`src/rtl/fifo_pkg.sv`:
```
// fifo_pkg: shared types, defaults and sizing helper for the synchronous FIFO
package fifo_pkg;
  localparam int DEF_DATA_W = 8;
  localparam int DEF_DEPTH  = 16;
  typedef enum logic [1:0] {IDLE = 2'b00, WR = 2'b01, RD = 2'b10, WR_RD = 2'b11} fifo_op_e;
  function automatic int fifo_cnt_w(input int depth);
    return $clog2(depth + 1);
  endfunction
endpackage

```
`src/rtl/fifo_mem.sv`:
```
// fifo_mem: DEPTH x DATA_W storage with one synchronous write port and one registered read port
module fifo_mem import fifo_pkg::*; #(
  parameter int DATA_W = DEF_DATA_W,
  parameter int DEPTH  = DEF_DEPTH,
  parameter int ADDR_W = $clog2(DEPTH)
) (
  input  logic              clk,
  input  logic              rst_n,
  input  logic              we_i,
  input  logic [ADDR_W-1:0] wa_i,
  input  logic [DATA_W-1:0] wd_i,
  input  logic              re_i,
  input  logic [ADDR_W-1:0] ra_i,
  output logic [DATA_W-1:0] rd_o
);
  logic [DATA_W-1:0] mem_q [DEPTH];
  logic [DATA_W-1:0] rd_q;
  // storage array is deliberately left unreset
  always_ff @(posedge clk)
    if (we_i) mem_q[wa_i] <= wd_i;
  // read register loads only on an accepted read, so it holds otherwise
  always_ff @(posedge clk or negedge rst_n)
    if (!rst_n) rd_q <= '0;
    else if (re_i) rd_q <= mem_q[ra_i];
  assign rd_o = rd_q;
endmodule

```
`src/rtl/fifo_sync_param.sv`:
```
// fifo_sync_param: parametrised synchronous FIFO with thresholds, flush and sticky errors
module fifo_sync_param import fifo_pkg::*; #(
  parameter int DATA_W = DEF_DATA_W,
  parameter int DEPTH  = DEF_DEPTH,
  parameter int AF_LVL = DEPTH - 2,
  parameter int AE_LVL = 2
) (
  input  logic                          clk,
  input  logic                          rst_n,
  input  logic                          wr_n,
  input  logic                          rd_n,
  input  logic                          flush,
  input  logic                          err_clr,
  input  logic [DATA_W-1:0]             data_in,
  output logic [DATA_W-1:0]             data_out,
  output logic [fifo_cnt_w(DEPTH)-1:0]  count,
  output logic                          full,
  output logic                          empty,
  output logic                          almost_full,
  output logic                          almost_empty,
  output logic                          over_flow,
  output logic                          under_flow,
  output logic                          ovf_sticky,
  output logic                          unf_sticky
);
  localparam int ADDR_W = $clog2(DEPTH);
  localparam int CNT_W  = fifo_cnt_w(DEPTH);
  logic [ADDR_W-1:0] wr_ptr_q, wr_ptr_d, rd_ptr_q, rd_ptr_d;
  logic [CNT_W-1:0]  count_q, count_d;
  logic              ovf_q, ovf_d, unf_q, unf_d, ovf_st_q, ovf_st_d, unf_st_q, unf_st_d;
  logic              wr_acc, rd_acc;
  fifo_op_e          op;
  assign full         = count_q == CNT_W'(DEPTH);
  assign empty        = count_q == '0;
  assign almost_full  = count_q >= CNT_W'(AF_LVL);
  assign almost_empty = count_q <= CNT_W'(AE_LVL);
  // a pending read frees a slot, so a write is accepted when full if a read accompanies it
  always_comb begin
    wr_acc   = !flush && !wr_n && (!full || !rd_n);
    rd_acc   = !flush && !rd_n && !empty;
    op       = fifo_op_e'({rd_acc, wr_acc});
    wr_ptr_d = flush ? '0 : wr_ptr_q + ADDR_W'(wr_acc);
    rd_ptr_d = flush ? '0 : rd_ptr_q + ADDR_W'(rd_acc);
    count_d  = flush ? '0 : (op == WR) ? count_q + 1'b1 : (op == RD) ? count_q - 1'b1 : count_q;
    ovf_d    = !flush && !wr_n && full && rd_n;
    unf_d    = !flush && !rd_n && empty;
    ovf_st_d = !err_clr && (ovf_st_q || ovf_d);
    unf_st_d = !err_clr && (unf_st_q || unf_d);
  end
  // control state; reset discards contents immediately
  always_ff @(posedge clk or negedge rst_n)
    if (!rst_n) begin
      wr_ptr_q <= '0;
      rd_ptr_q <= '0;
      count_q  <= '0;
      ovf_q    <= 1'b0;
      unf_q    <= 1'b0;
      ovf_st_q <= 1'b0;
      unf_st_q <= 1'b0;
    end else begin
      wr_ptr_q <= wr_ptr_d;
      rd_ptr_q <= rd_ptr_d;
      count_q  <= count_d;
      ovf_q    <= ovf_d;
      unf_q    <= unf_d;
      ovf_st_q <= ovf_st_d;
      unf_st_q <= unf_st_d;
    end
  fifo_mem #(.DATA_W(DATA_W), .DEPTH(DEPTH), .ADDR_W(ADDR_W)) u_mem (
    .clk   (clk),
    .rst_n (rst_n),
    .we_i  (wr_acc),
    .wa_i  (wr_ptr_q),
    .wd_i  (data_in),
    .re_i  (rd_acc),
    .ra_i  (rd_ptr_q),
    .rd_o  (data_out)
  );
  assign count      = count_q;
  assign over_flow  = ovf_q;
  assign under_flow = unf_q;
  assign ovf_sticky = ovf_st_q;
  assign unf_sticky = unf_st_q;
endmodule

```
`config.mk`:
```
export PLATFORM = sky130hd
export DESIGN_NAME = fifo_sync_param
export DESIGN_NICKNAME = d
export VERILOG_FILES = /design/src/rtl/fifo_pkg.sv /design/src/rtl/fifo_mem.sv /design/src/rtl/fifo_sync_param.sv
export SDC_FILE = /design/constraint.sdc
export NUM_CORES = 1
export LEC_CHECK = 0
export BUFFER_PORTS_ARGS = -buffer_cell sky130_fd_sc_hd__buf_4
export CAP_MARGIN = 0
export CORE_ASPECT_RATIO = 0.8
export CORE_MARGIN = 5
export CORE_UTILIZATION = 51
export CTS_CLUSTER_SIZE = 20
export DETAILED_ROUTE_END_ITERATION = 16
export PLACE_DENSITY = 0.65
export SYNTH_ARGS = -nofsm -noshare
export SYNTH_HDL_FRONTEND = slang
export SYNTH_SLANG_ARGS = --single-unit
export TNS_END_PERCENT = 30
```
`constraint.sdc`:
```
create_clock -name clk -period 4.3 [get_ports clk]
set_clock_uncertainty 0.2 [all_clocks]
set_input_delay 0 -clock clk [delete_from_list [all_inputs] [get_ports clk]]
set_output_delay 0 -clock clk [all_outputs]
set_load 0.005 [all_outputs]
```
==> flow_summary.json <==
{
  "grt_pass1_vias": 3278,
  "synth_edf_count": 128,
  "clock_sinks": 153,
  "outcome": "finished, final reports clean",
  "slew_headroom_pct": 24.1,
  "final_area_um2": 7370,
  "path_cells": "nor4_4 -> and2_4 -> or3_1 -> buf_4 -> nand2_1 -> fa_1 -> a21o_1 -> a21oi_1 -> mux2_2 -> a221oi_1 -> nor2_1",
  "leakage_nw": 2.51,
  "cpMaxStageDelayCell": "dfrtp_1",
  "whs_path_depth": 3,
  "postPlaceCellArea_um2": 6650,
  "post_drt_wl_per_cell_um": 21.4,
  "ir_drop_mv": 0.297,
  "die_w_um": 134,
  "crit_buf_inv": 1,
  "n_antenna_cell": 0,
  "nFillCells": 874,
  "seq_area_um2": 4470,
  "synth_cell_types": 41,
  "syn_avg_cell_area_um2": 19.1,
  "place_inst": 501,
  "fmax_mhz": 282,
  "hold_slack_ns": 0.200,
  "grt_max_degree": 34,
  "final_cell_mix": "edfxtp_1 (128), buf_4 (40), mux4_2 (32)",
  "area_delta_synth_final_pct": 17.8,
  "worst_pin_slew_ns": 1.14,
  "totalWireLength_um": 11800,
  "setup-violations-final": 0,
  "cts_setup_buffers": 0,
  "powerDensity_nw_per_um2": 509,
  "num_vias": 3103,
  "finalCritPeriodShare_pct": 82.4,
  "start_kind": "register",
  "hold_path.class": "in2reg",
  "p_sw_w": 0.000963,
  "portBuffers": 34,
  "overflow": 0,
  "seqPwrFrac_pct": 48.0,
  "track_usage_pct": 17.7,
  "netlist_area_um2": 6260,
  "syn_nets": 351,
  "crit_required_ns": 4.40,
  "crit_path_end_kind": "register",
  "layout.nets": 409,
  "antenna_left": 0,
  "async_flop_share_pct": 16.3,
  "insertion_delay_ns": 0.42,
  "arrival_ns": 3.65,
  "numCtsBuffers": 17,
  "reg2regPathDepth": 11,
  "netSwitchingFraction_pct": 25.7,
  "final.setup.tns_ns": 0,
  "mostFrequentLayoutCell": "edfxtp_1",
  "slowest_delay_ns": 0.47,
  "grt_first_pass_wirelength_um": 18600,
  "synth_warnings": 0,
  "pwr-share-comb_pct": 16.7,
  "fp-row-count": 36,
  "core_um2": 12100,
  "drive_above_1_share_pct": 30.3,
  "internal_power_w": 0.00279,
  "critical_path_depth": 11,
  "period_minus_slack_ns": 3.54,
  "ys_dominant_reg_cell": "edfxtp_1",
  "clock_power_share_pct": 35.3,
  "drt-initial-drc-count": 283,
  "yosysSeqAreaShare_pct": 71.4,
  "cts-root-buf": "clkbuf_16",
  "vias_per_cell": 5.63,
  "clk_pin_slew_ns": 0.06,
  "die_h_um": 109,
  "cts_resized": 0,
  "cpLargestDelayFamily": "simple AND/OR/NAND/NOR gates",
  "slew_viol_final": 0,
  "ys_seq_elements": 153,
  "htreeDepth": 4,
  "drt_first_pass_iters": 4,
  "crit_fanout": 10,
  "start_util_pct": 51.6,
  "syn-instance-count": 328,
  "critPathKind": "reg2reg",
  "gp_congestion": 0.733,
  "dp_hpwl_um": 7290,
  "clock_path_buffers": 2,
  "fin_cells": 551,
  "io_pins": 35,
  "cts_tree": "yes",
  "rsz0062_at_grt": "false",
  "drc": 0,
  "multiInputGateArea_um2": 1680,
  "cap_violations": 0,
  "antenna_found_initial": 0,
  "die-area_um2": 14600,
  "final_hold_viol_count": 0
}
## cell type report
cell class              instances  share of cell area (%)
multi-input cells             154                    22.7
flip-flops and latches        153                    60.7
clock buffers                  19                    5.87
well taps                     152                    2.58
repair buffers                 58                    6.66
inverters                       2                   0.170
clock inverters                13                    1.31
## per-stage QoR
| stage | total power, W | utilization (%) | setup slack, ns |
|---|---|---|---|
| 2_1_floorplan | 0.00221 | - | 1.05 |
| 3_3_place_gp | 0.00244 | 54.9 | 0.823 |
| 3_5_place_dp | 0.00245 | 54.9 | 0.754 |
| 4_1_cts | 0.00378 | 60.8 | 0.745 |
| 5_1_grt | 0.00394 | 60.8 | 0.532 |
| 6_report | 0.00375 | 60.8 | 0.756 |
## path summary, 6_finish.rpt
path,startpoint,end,slack [ns]
max in group asynchronous,rst_n,rd_ptr_q[0]$_DFF_PN0_,3.34
min in group asynchronous,rst_n,count[0]$_DFFE_PN0P_,0.38
worst min-delay path,err_clr,unf_sticky$_DFF_PN0_,0.20
worst max register to register,count[1]$_DFFE_PN0P_,count[4]$_DFFE_PN0P_,0.76
worst min register to register,u_mem.rd_o[6]$_DFFE_PN0P_,u_mem.rd_o[6]$_DFFE_PN0P_,0.32
worst max-delay path,count[1]$_DFFE_PN0P_,count[4]$_DFFE_PN0P_,0.76
## synth_stat cells, types with 2 or more instances
cell type	n	area (um^2)
buf_6	2	22.5
mux4_2	32	721
ha_1	8	100
o221ai_2	8	120
edfxtp_1	128	3840
clkbuf_1	7	26.3
nand3_1	6	30.0
xor2_1	4	35.0
nor3_1	7	35.0
buf_2	8	40.0
dfrtp_1	25	626
nor2_1	20	75.1
a21oi_1	3	15.0
nand3b_1	2	15.0
nor2b_1	6	37.5
mux2i_1	19	190
mux2_2	2	22.5
nand2b_1	4	25.0
nand2_1	12	45.0
xnor2_1	4	35.0
## layer usage
metal  vias to the layer above  share of wire [%]  global-route usage [%]  wire [um]
li1                       1414                  -                       -          -
met1                      1607                 45                    24.2       5330
met3                        11                4.8                    4.01        565
met5                         -                  0                       0          0
met2                        71                 49                    28.7       5750
met4                         0                1.3                    6.17        149
## timing repair
item,4_1_cts,5_1_grt
setup endpoints to repair,0,0
hold endpoints to repair,173,0
hold buffers,18,0
## sequential cells by signal, indices dropped and copies added (netlist names), 4 cells and up
signal       flops
count            5
rd_ptr_q         4
u_mem.mem_q    128
u_mem.rd_o       8
wr_ptr_q         4
## logic make-up after synthesis
group / Yosys count / share of synthesized area [%]
flops: 153 / 71.4
fa+ha+maj: 9 / 1.92
simple gates: 67 / 5.86
buf+inv: 21 / 1.80
compound gates: 17 / 2.96
xor+xnor: 8 / 1.12
mux: 53 / 14.9
## power by group through the flow
stage	Combinational [W]	Sequential, W	Clock, W
final	0.000627	0.00180	0.00132
after global routing	0.000690	0.00182	0.00143
after CTS	0.000637	0.00180	0.00134
after detailed placement	0.000615	0.00183	0
after global placement	0.000611	0.00183	0
after floorplan	0.000435	0.00177	0
## worst min-delay path, stage by stage
cell and delay [ns]:
dlygate4sd3_1 0.53, buf_4 0.11, o21ba_2 0.15
Note: power is estimated with default switching activity, not from simulation.
